**src/rtl/itcm_axi_rd_responder.sv**
```systemverilog
//------------------------------------------------------------------------------
// itcm_axi_rd_responder : AXI4 read responder serving IFU fetches from a
// 1-cycle-latency ITCM SRAM. Optional ITCM_RSP_STALL_EN adds a first-beat stall.
// Revision: 1.0
//------------------------------------------------------------------------------
`default_nettype none

module itcm_axi_rd_responder #(
  parameter logic [31:0] BaseAddr = 32'h3000_0000,
  parameter int unsigned MemWords = 16384,
  parameter int unsigned IdWidth  = 4,
  parameter int unsigned StallCyc = 3
) (
  input  logic                        clock,
  input  logic                        reset_n,
  input  logic                        arvalid,
  output logic                        arready,
  input  logic [31:0]                 araddr,
  input  logic [IdWidth-1:0]          arid,
  input  logic [7:0]                  arlen,
  input  logic [2:0]                  arsize,
  input  logic [1:0]                  arburst,
  output logic                        rvalid,
  input  logic                        rready,
  output logic [31:0]                 rdata,
  output logic [1:0]                  rresp,
  output logic                        rlast,
  output logic [IdWidth-1:0]          rid,
  output logic                        mem_req,
  output logic [$clog2(MemWords)-1:0] mem_addr,
  input  logic [31:0]                 mem_rdata
);

  localparam int unsigned AddrW = $clog2(MemWords);
  localparam logic [32:0] SpanB = 33'(MemWords) << 2;

  typedef enum logic [2:0] {
    S_IDLE  = 3'd0,
    S_STALL = 3'd1,
    S_REQ   = 3'd2,
    S_WAIT  = 3'd3,
    S_RESP  = 3'd4
  } state_t;

  state_t             state_q;
  logic [31:0]        addr_q;
  logic [IdWidth-1:0] id_q;
  logic [7:0]         len_q;
  logic [1:0]         burst_q;
  logic               berr_q;
  logic [7:0]         cnt_q;
  logic               err_q;
  logic               arready_q;
  logic               rvalid_q;
  logic [31:0]        rdata_q;
  logic [1:0]         rresp_q;
  logic               rlast_q;
  logic [IdWidth-1:0] rid_q;
  logic               mem_req_q;
  logic [AddrW-1:0]   mem_addr_q;
`ifdef ITCM_RSP_STALL_EN
  logic [7:0]         stall_q;
`endif

  logic [31:0] wrap_mask;
  logic [31:0] addr_d;
  logic        ar_err;
  logic [31:0] req_addr;
  logic        req_berr;
  logic        req_err;

  function automatic logic out_of_range(input logic [31:0] a);
    logic [31:0] off;
    off = a - BaseAddr;
    return (a < BaseAddr) || ({1'b0, off} >= SpanB);
  endfunction

  function automatic logic [AddrW-1:0] word_idx(input logic [31:0] a);
    return AddrW'((a - BaseAddr) >> 2);
  endfunction

  // req_addr/req_err describe the beat about to enter REQ from whichever state leads there.
  always_comb begin
    wrap_mask = {22'd0, len_q, 2'b11};
    case (burst_q)
      2'b01:   addr_d = addr_q + 32'd4;
      2'b10:   addr_d = (addr_q & ~wrap_mask) | ((addr_q + 32'd4) & wrap_mask);
      default: addr_d = addr_q;
    endcase
    ar_err = (arsize != 3'b010) || (araddr[1:0] != 2'b00) ||
             ((arburst == 2'b10) && !(arlen inside {8'd1, 8'd3, 8'd7, 8'd15}));
    req_addr = addr_d;
    req_berr = berr_q;
    if (state_q == S_IDLE) begin
      req_addr = araddr;
      req_berr = ar_err;
    end else if (state_q == S_STALL) begin
      req_addr = addr_q;
    end
  end

  assign req_err = req_berr || out_of_range(req_addr);

  always_ff @(posedge clock) begin
    if (!reset_n) begin
      state_q    <= S_IDLE;
      addr_q     <= 32'd0;
      id_q       <= '0;
      len_q      <= 8'd0;
      burst_q    <= 2'b00;
      berr_q     <= 1'b0;
      cnt_q      <= 8'd0;
      err_q      <= 1'b0;
      arready_q  <= 1'b1;
      rvalid_q   <= 1'b0;
      rdata_q    <= 32'd0;
      rresp_q    <= 2'b00;
      rlast_q    <= 1'b0;
      rid_q      <= '0;
      mem_req_q  <= 1'b0;
      mem_addr_q <= '0;
`ifdef ITCM_RSP_STALL_EN
      stall_q    <= 8'd0;
`endif
    end else begin
      case (state_q)
        S_IDLE: begin
          if (arvalid) begin
            addr_q    <= araddr;
            id_q      <= arid;
            len_q     <= arlen;
            burst_q   <= arburst;
            berr_q    <= ar_err;
            cnt_q     <= 8'd0;
            arready_q <= 1'b0;
`ifdef ITCM_RSP_STALL_EN
            if (StallCyc != 0) begin
              state_q <= S_STALL;
              stall_q <= 8'(StallCyc - 1);
            end else begin
              state_q    <= S_REQ;
              err_q      <= req_err;
              mem_req_q  <= !req_err;
              mem_addr_q <= word_idx(req_addr);
            end
`else
            state_q    <= S_REQ;
            err_q      <= req_err;
            mem_req_q  <= !req_err;
            mem_addr_q <= word_idx(req_addr);
`endif
          end
        end
`ifdef ITCM_RSP_STALL_EN
        S_STALL: begin
          if (stall_q == 8'd0) begin
            state_q    <= S_REQ;
            err_q      <= req_err;
            mem_req_q  <= !req_err;
            mem_addr_q <= word_idx(req_addr);
          end else begin
            stall_q <= stall_q - 8'd1;
          end
        end
`endif
        S_REQ: begin
          mem_req_q <= 1'b0;
          state_q   <= S_WAIT;
        end
        S_WAIT: begin
          rvalid_q <= 1'b1;
          rdata_q  <= err_q ? 32'd0 : mem_rdata;
          rresp_q  <= err_q ? 2'b10 : 2'b00;
          rlast_q  <= (cnt_q == len_q);
          rid_q    <= id_q;
          state_q  <= S_RESP;
        end
        S_RESP: begin
          if (rready) begin
            rvalid_q <= 1'b0;
            if (rlast_q) begin
              rlast_q   <= 1'b0;
              arready_q <= 1'b1;
              state_q   <= S_IDLE;
            end else begin
              addr_q     <= addr_d;
              cnt_q      <= cnt_q + 8'd1;
              state_q    <= S_REQ;
              err_q      <= req_err;
              mem_req_q  <= !req_err;
              mem_addr_q <= word_idx(req_addr);
            end
          end
        end
        default: begin
          state_q   <= S_IDLE;
          arready_q <= 1'b1;
          rvalid_q  <= 1'b0;
          mem_req_q <= 1'b0;
        end
      endcase
    end
  end

  assign arready  = arready_q;
  assign rvalid   = rvalid_q;
  assign rdata    = rdata_q;
  assign rresp    = rresp_q;
  assign rlast    = rlast_q;
  assign rid      = rid_q;
  assign mem_req  = mem_req_q;
  assign mem_addr = mem_addr_q;

endmodule

`default_nettype wire

```
**config.mk**
```make
export PLATFORM = sky130hd
export DESIGN_NAME = itcm_axi_rd_responder
export DESIGN_NICKNAME = d
export VERILOG_FILES = /design/src/rtl/itcm_axi_rd_responder.sv
export SDC_FILE = /design/constraint.sdc
export NUM_CORES = 1
export LEC_CHECK = 0
export CAP_MARGIN = 15
export CORE_MARGIN = 5
export CORE_UTILIZATION = 46
export DETAILED_ROUTE_END_ITERATION = 8
export PLACE_DENSITY = 0.77
export SKIP_LAST_GASP = 1
export SYNTH_ARGS = -nofsm -noshare
export SYNTH_HDL_FRONTEND = slang
export SYNTH_SLANG_ARGS = --single-unit
```
**constraint.sdc**
```tcl
create_clock -name clock -period 2.2 [get_ports clock]
set_input_delay 0.33 -clock clock [delete_from_list [all_inputs] [get_ports clock]]
set_output_delay 0.33 -clock clock [all_outputs]
set_load 0.005 [all_outputs]
```
==> impl_metrics.ini <==
[sta]
relSlewSlack_pct = 49.9
finalHoldViolCount = 0
slew_violations = 0
fin_setup_tns_ns = -0.564
post-route-period-util_pct = 113
setup_viol = 2
setup_ws_ns = -0.286
period_needed_ns = 2.49
clock.fmax_mhz = 402
rsz0062_at_grt = yes
skew_ns = 0.00821
worstMarginPinSlew_ns = 0.752

[cells_and_area]
syn2layout_area_growth_pct = 49.7
drive_gt1_share_pct = 21.9
utilization_pct = 69.9
num-nets-final = 1131
seqCellArea_um2 = 2270
diodes = 0
multiInputGateArea_um2 = 3830
fillers = 1116

[placement]
place_hpwl_um = 14400
finalWeightedCongestion = 0.978
portBuffers = 139

[cts]
cts_max_level = 3
cts_sinks = 112
cts_tree = done
clk_pin_slew_ns = 0.08
cts_root_buf = clkbuf_16
clock_path_buffers = 2
clock_latency_ns = 0.36
cts_buffers = 9
cts.hold.buffers_added = 0

[floorplanning]
die_x_um = 126
initial_utilization_pct = 46.7
rows = 42
ios = 141
core_um2 = 13200
die_h_um = 126
dieArea_um2 = 15900

[critical_path]
crit_path_start_kind = flop
cp_max_fo = 5
crit_chain = and4_4 -> nand4_1 -> nor3_2 -> mux2_2 -> a32oi_2 -> nand4_1 -> a2111oi_4 -> o21a_1
critical_path_arrival_ns = 2.79
r2r_slack_ns = -0.29
worstPathRequired_ns = 2.50
path_class = flop to flop
cp_slowest_stage_delay_ns = 0.39
slowest_stage = a2111oi_4
endpoint_kind = flop
crit_family = simple AND/OR/NAND/NOR gates
crit_buf_inv = 0
critPathMostFrequentCell = nand4_1

[synthesis]
syn_area_um2 = 6190
yosysUniqueCellTypes = 70
ys_warn_count = 0
syn_nets = 891
ys_async_sr_fraction_pct = 0
ys_ff_latch = 112
synth.avg_cell_area_um2 = 7.72
synth_edf_count = 0
synth_ff_type = dfxtp_1
syn_inst = 802
seq_area_frac_synth_pct = 36.2

[pwr]
leakage_nw = 3.54
vdd_drop_max_mv = 0.400
power_density_nw_per_um2 = 576

[outcome]
status = finished, violations left
violations = negative setup slack

[global_route]
overflow = 0
grt_max_degree = 63
antenna_found_initial = 0
grt_pass1_vias = 6399
grt.total_usage_pct = 24.0
grt_pass1_wl_um = 31600

[detailed_routing]
drt-pass1-iter-count = 5
routed_via_density = 5.55
drtIter0Drc = 630
via_count = 6785
drc = 0
drt_wl_total_um = 20000
routedWlPerCell_um = 16.4
ant_nets = 0

[job]
cap_violations = 0

[hold_path]
min_path_type = input port to flop
## power by group
group | total [mW] | switching, mW | internal (mW)
sequential | 2.24 | 0.0869 | 2.15
clock | 1.80 | 0.788 | 1.01
combinational | 1.29 | 0.620 | 0.672
## logic make-up (layout without fill, tap and decap cells)
kind of cell               after synthesis  in the layout  share of synthesized area, %
AOI/OAI and AO/OA                      217            217                          24.0
xor gates and xnor gates                16             16                          2.26
adders and majority gates                4              4                         0.809
buffers and inverters                   72            317                          5.01
DFF                                    112            112                          36.2
muxes                                    5              5                         0.829
other                                    1              1                        0.0606
and+or+nand+nor                        375            375                          30.8
## flip-flops by register name, indices dropped and copies added (netlist names)
signal and count:
mem_addr 14, burst_q 2, err_q 1, cnt_q 8, len_q 8, rvalid 1
addr_q 30, berr_q 1, id_q 4, rdata 32, rlast 1, state_q 3
rid 4, arready 1, rresp 1, mem_req 1
## routing by layer
metal	part of all wire, %	up-vias	global-route usage, %
li1	-	3318	-
met1	43	3101	31.2
met2	47	307	39.4
met3	7.6	59	5.21
met4	3.0	0	8.77
met5	0	-	0
## synth_stat cells (3+ instances only)
cell type / count / area (um2)
and2_1: 9 / 56.3
ha_1: 4 / 50.1
o31a_1: 3 / 26.3
o211ai_1: 6 / 45.0
nand2b_1: 7 / 43.8
or2_2: 4 / 25.0
nand3_1: 17 / 85.1
buf_6: 3 / 33.8
inv_1: 11 / 41.3
a221oi_1: 3 / 26.3
a221o_1: 3 / 30.0
and4_1: 4 / 35.0
a21oi_1: 39 / 195
buf_1: 5 / 18.8
nor3_1: 16 / 80.1
and3_1: 12 / 75.1
and4_4: 3 / 33.8
a21o_1: 4 / 30.0
xor2_1: 14 / 123
a31oi_1: 13 / 81.3
o21a_1: 9 / 67.6
nor2b_1: 21 / 131
nor2_1: 87 / 327
nor4_1: 8 / 50.1
nand4_1: 13 / 81.3
nand2_1: 123 / 462
mux2i_1: 4 / 40.0
a211oi_1: 11 / 82.6
a21boi_0: 59 / 443
dfxtp_1: 112 / 2240
o31ai_1: 6 / 45.0
o21ai_0: 37 / 185
clkbuf_1: 43 / 161
nand3b_1: 34 / 255
buf_2: 8 / 40.0
## per-stage QoR
step	std cells	hold WS, ns	total power, mW	setup slack (ns)	instance area (um2)
3_5_place_dp	1198	0.454	3.50	-0.813	8680
3_3_place_gp	1198	0.445	3.48	-0.711	8680
4_1_cts	1219	0.424	5.31	-0.183	9110
2_1_floorplan	802	0.441	2.85	-0.0983	6220
5_1_grt	1223	0.468	5.57	-0.331	9260
6_report	1223	0.435	5.33	-0.286	9260
## worst reg2reg max path, stage by stage, from the launching register on
cell and delay [ns]:
dfxtp_2 0.33, and4_4 0.28, nand4_1 0.20, nor3_2 0.31, mux2_2 0.38, a32oi_2 0.20
nand4_1 0.19, a2111oi_4 0.39, o21a_1 0.14
## cell usage in the layout, fill, tap and decap left out, types with 4 or more instances in the layout
cell             instances
a21boi_0                57
clkbuf_16                9
and2_1                   7
clkdlybuf4s50_1        124
nand3_1                 16
nand4_1                 13
nand2_1                122
a21o_1                   4
a211oi_1                 9
nor2b_1                 20
buf_12                   5
and4_4                   4
nor3_1                  15
inv_1                   10
dfxtp_1                 97
and3_1                  10
xor2_1                  14
dlygate4sd2_1           14
a31oi_1                 13
buf_6                    4
o31ai_1                  4
buf_4                  142
a21oi_1                 39
nand3b_1                34
nor4_1                   6
mux2i_1                  4
o21a_1                   9
o211ai_1                 6
nor2_1                  83
dfxtp_2                 13
o21ai_0                 36
nand2b_1                 6
## layout make-up
class                           instances  share of cell area [%]
Tap cell                              176                    2.38
Sequential cell                       112                    24.5
Multi-Input combinational cell        618                    41.4
Timing Repair Buffer                  290                    27.9
Inverter                               11                   0.446
Clock inverter                          5                   0.959
Clock buffer                           11                    2.51
## path summary, 6_finish.rpt
| kind | from | to | cells past startpoint |
|---|---|---|---|
| worst min-delay path | reset_n | arready$_SDFFE_PN1P_ | 3 |
| worst min register to register | rdata[27]$_SDFFE_PN0P_ | rdata[27]$_SDFFE_PN0P_ | 2 |
| worst max-delay path | addr_q[16]$_SDFFE_PN0P_ | mem_req$_SDFFE_PN0P_ | 8 |
| worst max register to register | addr_q[16]$_SDFFE_PN0P_ | mem_req$_SDFFE_PN0P_ | 8 |
## repair_timing
| item | CTS | global route |
|---|---|---|
| endpoints found under the setup margin | 4 | 18 |
| gates resized for setup | 36 | 39 |
| buffers inserted | 5 | 4 |
| pin swaps | 23 | 24 |
Note: power is estimated with default switching activity, not from simulation.
